--- src/rtl/mash_pkg.sv ---
// Shared constants, types and helpers for the MASH delta-sigma modulator.
package mash_pkg;

  localparam int          MAX_ORDER = 4;
  // Fibonacci taps for x^16+x^14+x^13+x^11+1 (state bits 15,13,12,10).
  localparam logic [15:0] LFSR_POLY = 16'hB400;
  localparam logic [15:0] LFSR_SEED = 16'h0001;

  typedef logic [2:0] order_t;

  // Map the runtime order request onto what is actually built: 0 -> 1, above max -> max.
  function automatic order_t eff_order(input order_t cfg, input int max_order);
    if (cfg == 3'd0) return 3'd1;
    if (int'(cfg) > max_order) return order_t'(max_order);
    return cfg;
  endfunction

  // Tap j of (1 - z^-1)^n: (-1)^j * C(n, j).
  function automatic int dcoef(input int n, input int j);
    int c;
    c = 1;
    for (int i = 0; i < j; i++) c = c * (n - i) / (i + 1);
    return (j % 2 != 0) ? -c : c;
  endfunction

endpackage

--- src/rtl/mash_n_dsm_if.sv ---
// AXI-Stream data channel used on both sides of the modulator.
interface mash_n_dsm_if #(
  parameter int DW = 16
);
  logic [DW-1:0] tdata;
  logic          tvalid;
  logic          tready;

  modport master (output tdata, output tvalid, input tready);
  modport slave  (input tdata, input tvalid, output tready);
endinterface

--- src/rtl/mash_efm_stage.sv ---
// First-order error-feedback stage: acc + in + cin, carry out, wrap modulo 2^WIDTH.
module mash_efm_stage
  import mash_pkg::*;
#(
  parameter int WIDTH = 16
) (
  input  logic             aclk,
  input  logic             arst_n,
  input  logic             en,
  input  logic             clr,
  input  logic             cin,
  input  logic [WIDTH-1:0] in,
  output logic             carry,
  output logic [WIDTH-1:0] err
);

  logic [WIDTH-1:0] acc;
  logic [WIDTH:0]   sum;

  // One bit wider than the accumulator so the overflow becomes the carry; a cleared stage emits nothing.
  always_comb begin
    // NOTE: every always_comb output gets a value on every path (here unconditionally) so no latch is inferred.
    sum   = {1'b0, acc} + {1'b0, in} + {{WIDTH{1'b0}}, cin};
    carry = clr ? 1'b0 : sum[WIDTH];
    err   = clr ? '0 : sum[WIDTH-1:0];
  end

  // Accumulator takes the new error on accept and is held at zero while the stage is disabled.
  always_ff @(posedge aclk) begin
    // NOTE: registers use non-blocking assignments so all flops update from pre-edge values.
    if (!arst_n || clr) acc <= '0;
    else if (en)        acc <= err;
  end

endmodule

--- src/rtl/mash_n_dsm.sv ---
// Runtime-selectable-order MASH modulator with LFSR dither and AXIS backpressure.
module mash_n_dsm
  import mash_pkg::*;
#(
  parameter int WIDTH  = 16,
  parameter int ORDER  = 3,
  parameter int OUT_BW = 4
) (
  input  logic          aclk,
  input  logic          arst_n,
  mash_n_dsm_if.slave   s_axis_data,
  mash_n_dsm_if.master  m_axis_data,
  input  order_t        cfg_order,
  input  logic          cfg_dither
);

  if (ORDER < 1 || ORDER > MAX_ORDER) begin : g_bad_order
    $error("mash_n_dsm: ORDER must be 1..%0d", MAX_ORDER);
  end
  if (OUT_BW < ORDER + 1) begin : g_bad_bw
    $error("mash_n_dsm: OUT_BW must be at least ORDER+1");
  end

  logic                     s_ready;
  logic                     accept;
  order_t                   eff;
  logic [15:0]              lfsr;
  logic                     dither_bit;
  logic [ORDER-1:0]         stage_clr;
  logic [ORDER-1:0]         carry;
  logic [WIDTH-1:0]         err  [ORDER];
  logic signed [OUT_BW-1:0] term [ORDER];
  logic signed [OUT_BW-1:0] y_next;

  // Single output register, no skid: accept only when the output slot is free or draining.
  assign s_ready            = arst_n & (~m_axis_data.tvalid | m_axis_data.tready);
  assign s_axis_data.tready = s_ready;
  assign accept             = s_axis_data.tvalid & s_ready;
  assign eff                = eff_order(cfg_order, ORDER);
  assign dither_bit         = cfg_dither & lfsr[0];

  for (genvar s = 0; s < ORDER; s++) begin : g_stage
    logic [WIDTH-1:0]         stage_in;
    logic [s:0]               taps;
    logic signed [OUT_BW-1:0] term_l;

    assign stage_clr[s] = (order_t'(s) >= eff);

    if (s == 0) begin : g_first
      assign stage_in = s_axis_data.tdata;
    end else begin : g_chain
      assign stage_in = err[s-1];
    end

    mash_efm_stage #(.WIDTH(WIDTH)) u_stage (
      .aclk  (aclk),
      .arst_n(arst_n),
      .en    (accept),
      .clr   (stage_clr[s]),
      .cin   ((s == 0) ? dither_bit : 1'b0),
      .in    (stage_in),
      .carry (carry[s]),
      .err   (err[s])
    );

    // taps[j] is this stage's carry j accepted samples ago.
    if (s == 0) begin : g_nohist
      assign taps = carry[0];
    end else begin : g_hist
      logic [s-1:0] hist;
      assign taps = {hist, carry[s]};

      // Carry history shifts on accept only; a disabled stage restarts from an all-zero history.
      always_ff @(posedge aclk) begin
        // NOTE: the history is a few flops, so it is reset like any other state rather than left uninitialised.
        if (!arst_n || stage_clr[s]) hist <= '0;
        else if (accept)             hist <= taps[s-1:0];
      end
    end

    // Apply (1 - z^-1)^s to this stage's carry stream.
    always_comb begin
      term_l = '0;
      for (int j = 0; j <= s; j++) begin
        if (taps[j]) term_l = term_l + OUT_BW'(dcoef(s, j));
      end
    end

    assign term[s] = term_l;
  end

  // Recombine the differentiated carries; the range fits OUT_BW so plain wrap arithmetic is exact.
  always_comb begin
    y_next = '0;
    for (int s = 0; s < ORDER; s++) y_next = y_next + term[s];
  end

  // LFSR steps once per accepted sample regardless of whether dither is used.
  always_ff @(posedge aclk) begin
    if (!arst_n)     lfsr <= LFSR_SEED;
    else if (accept) lfsr <= {lfsr[14:0], ^(lfsr & LFSR_POLY)};
  end

  // Output register: load on accept, drop valid after a handshake, hold while stalled.
  always_ff @(posedge aclk) begin
    if (!arst_n) begin
      m_axis_data.tvalid <= 1'b0;
      m_axis_data.tdata  <= '0;
    end else if (accept) begin
      m_axis_data.tvalid <= 1'b1;
      m_axis_data.tdata  <= y_next;
    end else if (m_axis_data.tready) begin
      m_axis_data.tvalid <= 1'b0;
    end
  end

endmodule

--- src/flat_wrapper.sv ---
// flat-port wrapper written by rule: the top's interface ports become plain ports
module mash_n_dsm_flat import mash_pkg::*;
#(
  parameter int WIDTH  = 16,
  parameter int ORDER  = 3,
  parameter int OUT_BW = 4
)
  (aclk, arst_n, cfg_order, cfg_dither, s_axis_data_tdata, s_axis_data_tvalid, s_axis_data_tready, m_axis_data_tdata, m_axis_data_tvalid, m_axis_data_tready);
  mash_n_dsm_if #(.DW((16))) s_axis_data_i ();
  mash_n_dsm_if #(.DW((4))) m_axis_data_i ();
  input  logic aclk;
  input  logic arst_n;
  input  order_t cfg_order;
  input  logic cfg_dither;
  input wire logic [$bits(s_axis_data_i.tdata)-1:0] s_axis_data_tdata;
  input wire logic [$bits(s_axis_data_i.tvalid)-1:0] s_axis_data_tvalid;
  output wire logic [$bits(s_axis_data_i.tready)-1:0] s_axis_data_tready;
  output wire logic [$bits(m_axis_data_i.tdata)-1:0] m_axis_data_tdata;
  output wire logic [$bits(m_axis_data_i.tvalid)-1:0] m_axis_data_tvalid;
  input wire logic [$bits(m_axis_data_i.tready)-1:0] m_axis_data_tready;
  assign s_axis_data_i.tdata = s_axis_data_tdata;
  assign s_axis_data_i.tvalid = s_axis_data_tvalid;
  assign s_axis_data_tready = s_axis_data_i.tready;
  assign m_axis_data_tdata = m_axis_data_i.tdata;
  assign m_axis_data_tvalid = m_axis_data_i.tvalid;
  assign m_axis_data_i.tready = m_axis_data_tready;
  mash_n_dsm #(.WIDTH(WIDTH), .ORDER(ORDER), .OUT_BW(OUT_BW)) u_core (.aclk(aclk), .arst_n(arst_n), .s_axis_data(s_axis_data_i), .m_axis_data(m_axis_data_i), .cfg_order(cfg_order), .cfg_dither(cfg_dither));
endmodule
--- config.mk ---
export PLATFORM = sky130hd
export DESIGN_NAME = mash_n_dsm_flat
export DESIGN_NICKNAME = d
export VERILOG_FILES = /design/src/rtl/mash_pkg.sv /design/src/rtl/mash_n_dsm_if.sv /design/src/rtl/mash_efm_stage.sv /design/src/rtl/mash_n_dsm.sv /design/src/flat_wrapper.sv
export SDC_FILE = /design/constraint.sdc
export NUM_CORES = 1
export LEC_CHECK = 0
export CORE_MARGIN = 4
export CORE_UTILIZATION = 25
export CTS_CLUSTER_SIZE = 16
export DETAILED_ROUTE_END_ITERATION = 10
export MAX_ROUTING_LAYER = met4
export RECOVER_POWER = 100
export SLEW_MARGIN = 20
export SYNTH_ARGS = -nofsm -noshare
export SYNTH_HDL_FRONTEND = slang
export SYNTH_SLANG_ARGS = --single-unit
export TNS_END_PERCENT = 30
--- constraint.sdc ---
create_clock -name aclk -period 18.8 [get_ports aclk]
set_input_delay 4.7 -clock aclk [delete_from_list [all_inputs] [get_ports aclk]]
set_output_delay 4.7 -clock aclk [all_outputs]
set_load 0.01 [all_outputs]
After elaboration in Yosys (flattened, before gate mapping)
Cells that the tools add are included.
Storage, ports and cells
  flip-flop bits (word level): 72
  output and inout bits: 6
Operators by class
  add/sub/neg operators: 9
  magnitude comparators: 4
  mux-type cells: 21
  bitwise logic cells: 5
  reduce and logical (&&, ||, !) cells: 7
Operators by type and width (count)
  adder 16 x 16 -> 17 bit: 3
  two-way mux 16 bit: 3
  adder 17 x 1 -> 17 bit: 1
  parity 16 bit: 1
  two-way mux 3 bit: 4
  two-way mux 4 bit: 3
  two-way mux 1 bit: 11
  >= comparator 1 x 3 -> 1 bit (first input constant): 2
  adder 2 x 4 -> 4 bit: 1
  adder 4 x 2 -> 4 bit (second input constant): 1
  adder 4 bit: 1
  adder 2 x 1 -> 3 bit (second input constant): 1
  adder 2 x 2 -> 3 bit (second input constant): 1
  AND 1 bit: 3
  >= comparator 2 x 3 -> 1 bit (first input constant): 1
  greater-than comparator 3 x 2 -> 1 bit (second input constant): 1
  zero test 3 bit: 1
  logical OR 1 bit: 3
  nonzero test 2 bit: 1
  zero test 1 bit: 1
  inverter 1 bit: 1
  bitwise OR 1 bit: 1

Depth between registers and ports, before layout
  depth after elaboration: 17
  gate-level depth with buffers: 29
  mapped depth without buffers: 28

Modules after synthesis
From an unflattened synthesis, not the netlist that was laid out.
Second synthesis, totals
  cell total of the unflattened synthesis: 744
  area total of the unflattened synthesis: 5779.3 um2
By module, submodules not included
  mash_efm_stage (u_core.g_stage[1].u_stage ...): instances 2, cells each 214, area each 1607.8 um2, seq. area each 320.3 um2
  mash_efm_stage (u_core.g_stage[0].u_stage): instances 1, cells each 183, area each 1412.6 um2, seq. area each 320.3 um2
  mash_n_dsm: instances 1, cells each 133, area each 1151.1 um2, seq. area each 480.5 um2

Worst setup path before layout
Ideal clock, no wire load.
  kind: input -> register
  from: in s_axis_data_tdata[0]
  to: reg u_core.m_axis_data.tdata[2]
  library setup time: 70 ps
  data arrival time: 10055 ps
  slack: 8674 ps
  cell stages on the path: 27
  cell sequence: inv_1 -> fa_1 -> fa_1 -> nand2b_1 -> a21oi_1 -> nor2b_1 -> o21ai_0 -> xor2_1 -> ha_1 -> clkbuf_2 -> a21o_1 -> a21o_2 -> a21oi_1 -> o21ai_1 -> xnor2_1 -> nor2_1 -> ha_1 -> nand2_1 -> or3_1 -> a211oi_2 -> a21oi_2 -> xor2_1 -> fa_1 -> fa_1 -> xnor2_1 -> nand2_1 -> a21oi_1
RTL lines
  start, declared: RTL line flat_wrapper.sv:15  | input wire logic [$bits(s_axis_data_i.tdata)-1:0] s_axis_data_tdata;
  end signal, assigned: RTL line mash_n_dsm.sv:111  | m_axis_data.tdata <= y_next;
  end, declared: RTL line mash_n_dsm_if.sv:9  | modport master (output tdata, output tvalid, input tready);

Worst setup path after layout
  from: in arst_n
  to: out s_axis_data_tready
Between the ends
  word-level cells in the longest chain between the ends: 1
RTL lines
  start, declared: RTL line flat_wrapper.sv:12  | input logic arst_n;
  AND 1 bit: RTL line mash_n_dsm.sv:36  | assign s_ready = arst_n & (~m_axis_data.tvalid | m_axis_data.tready);
  end, declared: RTL line flat_wrapper.sv:17  | output wire logic [$bits(s_axis_data_i.tready)-1:0] s_axis_data_tready;
Every way passes these cells.

==> run_results.csv <==
group,metric,value,unit
cts,cts_tree,"built",
final_layout,drive_gt1_share,4.95,%
floorplan,rows,51,
floorplan,die_h,150,um
worst_setup_path,cp.arrival,6750,ps
yosys,ys_seq_area_share,28.5,%
worst_setup_path,path_class,"in2out",
cts,cts_inserted_buffers,9,
cts,clk_pin_slew,60,ps
grt,grt_overflow_total,0,
worst_setup_path,end_kind,"output port",
min_path,hold_depth,2,
worst_setup_path,critPathMaxStageDelay,770,ps
cts,post-cts-setup-buffers,0,
worst_setup_path,r2r-end,"u_core.m_axis_data.tdata[2]",
timing,fin_crit,11450,ps
timing,worst_hold_slack,450,ps
job,cap_violations,0,
outcome,outcome,"finished clean",
worst_setup_path,reg2reg_from,"u_core.lfsr[0]",
cts,cts_buffer_depth,2,
floorplan,initial_core_util,25.7,%
placed_design,place_congestion,0.877,
grt,grt_pass1_wl,20.6,mm
yosys,synth_cell_types,64,
worst_setup_path,cp-startpoint,"arst_n",
grt,antenna_found_initial,0,
power_and_ir_drop,powerDensity,107,mW/mm^2
cts,clkSinkCount,72,
timing,slew_violations,0,
grt,track_usage,11.5,%
detailed_routing,first_iter_violations,270,
timing,tightest_slew,1480,ps
worst_setup_path,worstPathCellList,"dlygate4sd3_1 -> clkbuf_1 -> and2_0 -> clkdlybuf4s50_1",
cts,cts_root_buffer,"clkbuf_16",
worst_setup_path,startpoint_type,"primary input",
detailed_routing,drt-total-wl,12.4,mm
cts,postCtsHoldBufs,0,
timing,relSlewSlack,1.66,%
detailed_routing,drc_errors,0,
timing,finClkSkew,8.28,ps
detailed_routing,postRouteAntennaNets,0,
min_path,hold_path.class,"reg2reg",
yosys,syn-cell-area,0.00506,mm^2
final_layout,fin_util,29.7,%
floorplan,top_level_ports,30,
worst_setup_path,crit_fanout,18,
yosys,synth.avg_cell_area,7.89,um^2
power_and_ir_drop,vdd_drop_max,0.0000352,V
yosys,synth_cells,642,
final_layout,register_area,0.00144,mm^2
yosys,synth_nets,723,
floorplan,die_w,150,um
worst_setup_path,worstPathRequired,14100,ps
floorplan,dieArea,0.0226,mm^2
yosys,ys_seq_elements,72,
yosys,synth_area_leader_cell,"dfxtp_1",
grt,grt_pass1_vias,4121,
yosys,synth_edf_count,0,
detailed_routing,vias,4493,
yosys,async_flop_share,0,%
timing,max_freq,87.3,MHz
yosys,ys_top_cells_by_area,"dfxtp_1 (28%), ha_1 (13%), nand2_1 (7.8%), a21oi_1 (6.5%), nor2_1 (4.5%)",
detailed_routing,drt_pass1_iterations,4,
power_and_ir_drop,p_leak,0.00241,uW
final_layout,final_nets,742,
final_layout,layout_commonest_cell,"nand2_1",
detailed_routing,wl_per_cell,13.4,um
timing,fin_setup_tns,0,ps
worst_setup_path,slowest_stage,"clkbuf_1",
final_layout,most-common-layout-cells,"nand2_1 (104), dfxtp_1 (72), a21oi_1 (68), nor2_1 (62), ha_1 (51)",
final_layout,area_delta_synth_final,15.8,%
timing,rsz0062_at_grt,"false",
yosys,yosys_warnings,0,
min_path,whs_endpoint,"u_core.lfsr[2]",
timing,final_hold_viol_count,0,
cts,ctsResizeCount,0,
cts,cts_max_level,3,
timing,setup_viol,0,
worst_setup_path,ff2ff_path_depth,26,
final_layout,n_fill_cell,2106,
detailed_routing,vias_per_cell,4.83,
worst_setup_path,ff2ff_setup_slack,12310,ps
min_path,holdCritStartpoint,"u_core.lfsr[1]",
final_layout,antenna_cells,0,
grt,grt_start_max_net_pins,55,
timing,finalCritPeriodShare,60.9,%
floorplan,core_area,0.0197,mm^2
placed_design,portBuffers,29,
yosys,synth_top_area_share,28.5,%
yosys,synth-main-ff-cell,"dfxtp_1",
placed_design,hpwl,9.06,mm
cts,clock_latency,340,ps
final_layout,multi_input_area,0.00341,mm^2
[stage by stage]
| stage | total power, uW | setup WS [ps] | instances | area [um^2] |
|---|---|---|---|---|
| after floorplan | 398 | 8670 | 642 | 5060 |
| after detailed placement | 456 | 7670 | 915 | 5600 |
| after CTS | 634 | 7980 | 931 | 5900 |
| after global placement | 457 | 7650 | 915 | 5600 |
| after global routing | 672 | 7250 | 931 | 5860 |
| final | 628 | 7350 | 931 | 5860 |
[sequential cells by signal, summed over array words and instances (netlist names)]
register	flops
u_core.m_axis_data.tvalid	1
u_core.lfsr	16
u_core.g_stage.u_stage.acc	48
u_core.g_stage.g_hist.hist	3
u_core.m_axis_data.tdata	4
[power by group]
group / total, uW / internal [uW] / leakage (uW) / switching, uW
Clock: 174 / 103 / 0.000141 / 71.5
Sequential: 175 / 167 / 0.000588 / 7.99
Combinational: 278 / 113 / 0.00168 / 166
[worst max-delay path by stage]
stage | slack (ps) | depth (start not counted) | end
finish | 7350 | 4 | s_axis_data_tready
global route | 7250 | 27 | u_core.m_axis_data.tdata[2]
CTS | 7980 | 4 | s_axis_data_tready
detailed placement | 7670 | 27 | u_core.m_axis_data.tdata[2]
global placement | 7650 | 27 | u_core.m_axis_data.tdata[2]
floorplan | 8670 | 27 | u_core.m_axis_data.tdata[2]
[layer usage]
metal | GRT usage [%] | up-vias | part of all wire [%]
met3 | 2.65 | 17 | 5.3
met2 | 17.0 | 76 | 44
li1 | - | 2321 | -
met5 | - | - | 0
met4 | 3.48 | 0 | 1.7
met1 | 15.8 | 2079 | 49
[logic make-up after synthesis]
family,after synthesis,synth area share (%)
flops,72,28.5
simple gates,237,20.7
mux,5,1.01
xor+xnor,38,6.57
compound gates,191,24.5
fa+ha+maj,57,15.0
buf+inv,42,3.76
[cells in the mapped netlist, drive strengths merged, types with 15 or more instances]
cell type,n
a21o,19
nand2,105
dfxtp,72
xnor2,25
o21ai,35
inv,15
a211oi,19
ha,51
nand3,15
a21oi,69
nor2,62
clkbuf,17
[final cells by class]
cell class,count,area share (%)
Inverter,15,0.961
Sequential cell,72,24.6
Multi-Input combinational cell,528,58.2
Timing Repair Buffer,35,5.53
Clock inverter,7,1.24
Clock buffer,9,3.84
Tap cell,265,5.66
[critical path: cells and delay by family]
kind                   cells  cell delay [ps]
AND/OR/NAND/NOR            1              220
buffers and inverters      3             1820
Power figures use the tool's default switching activity.
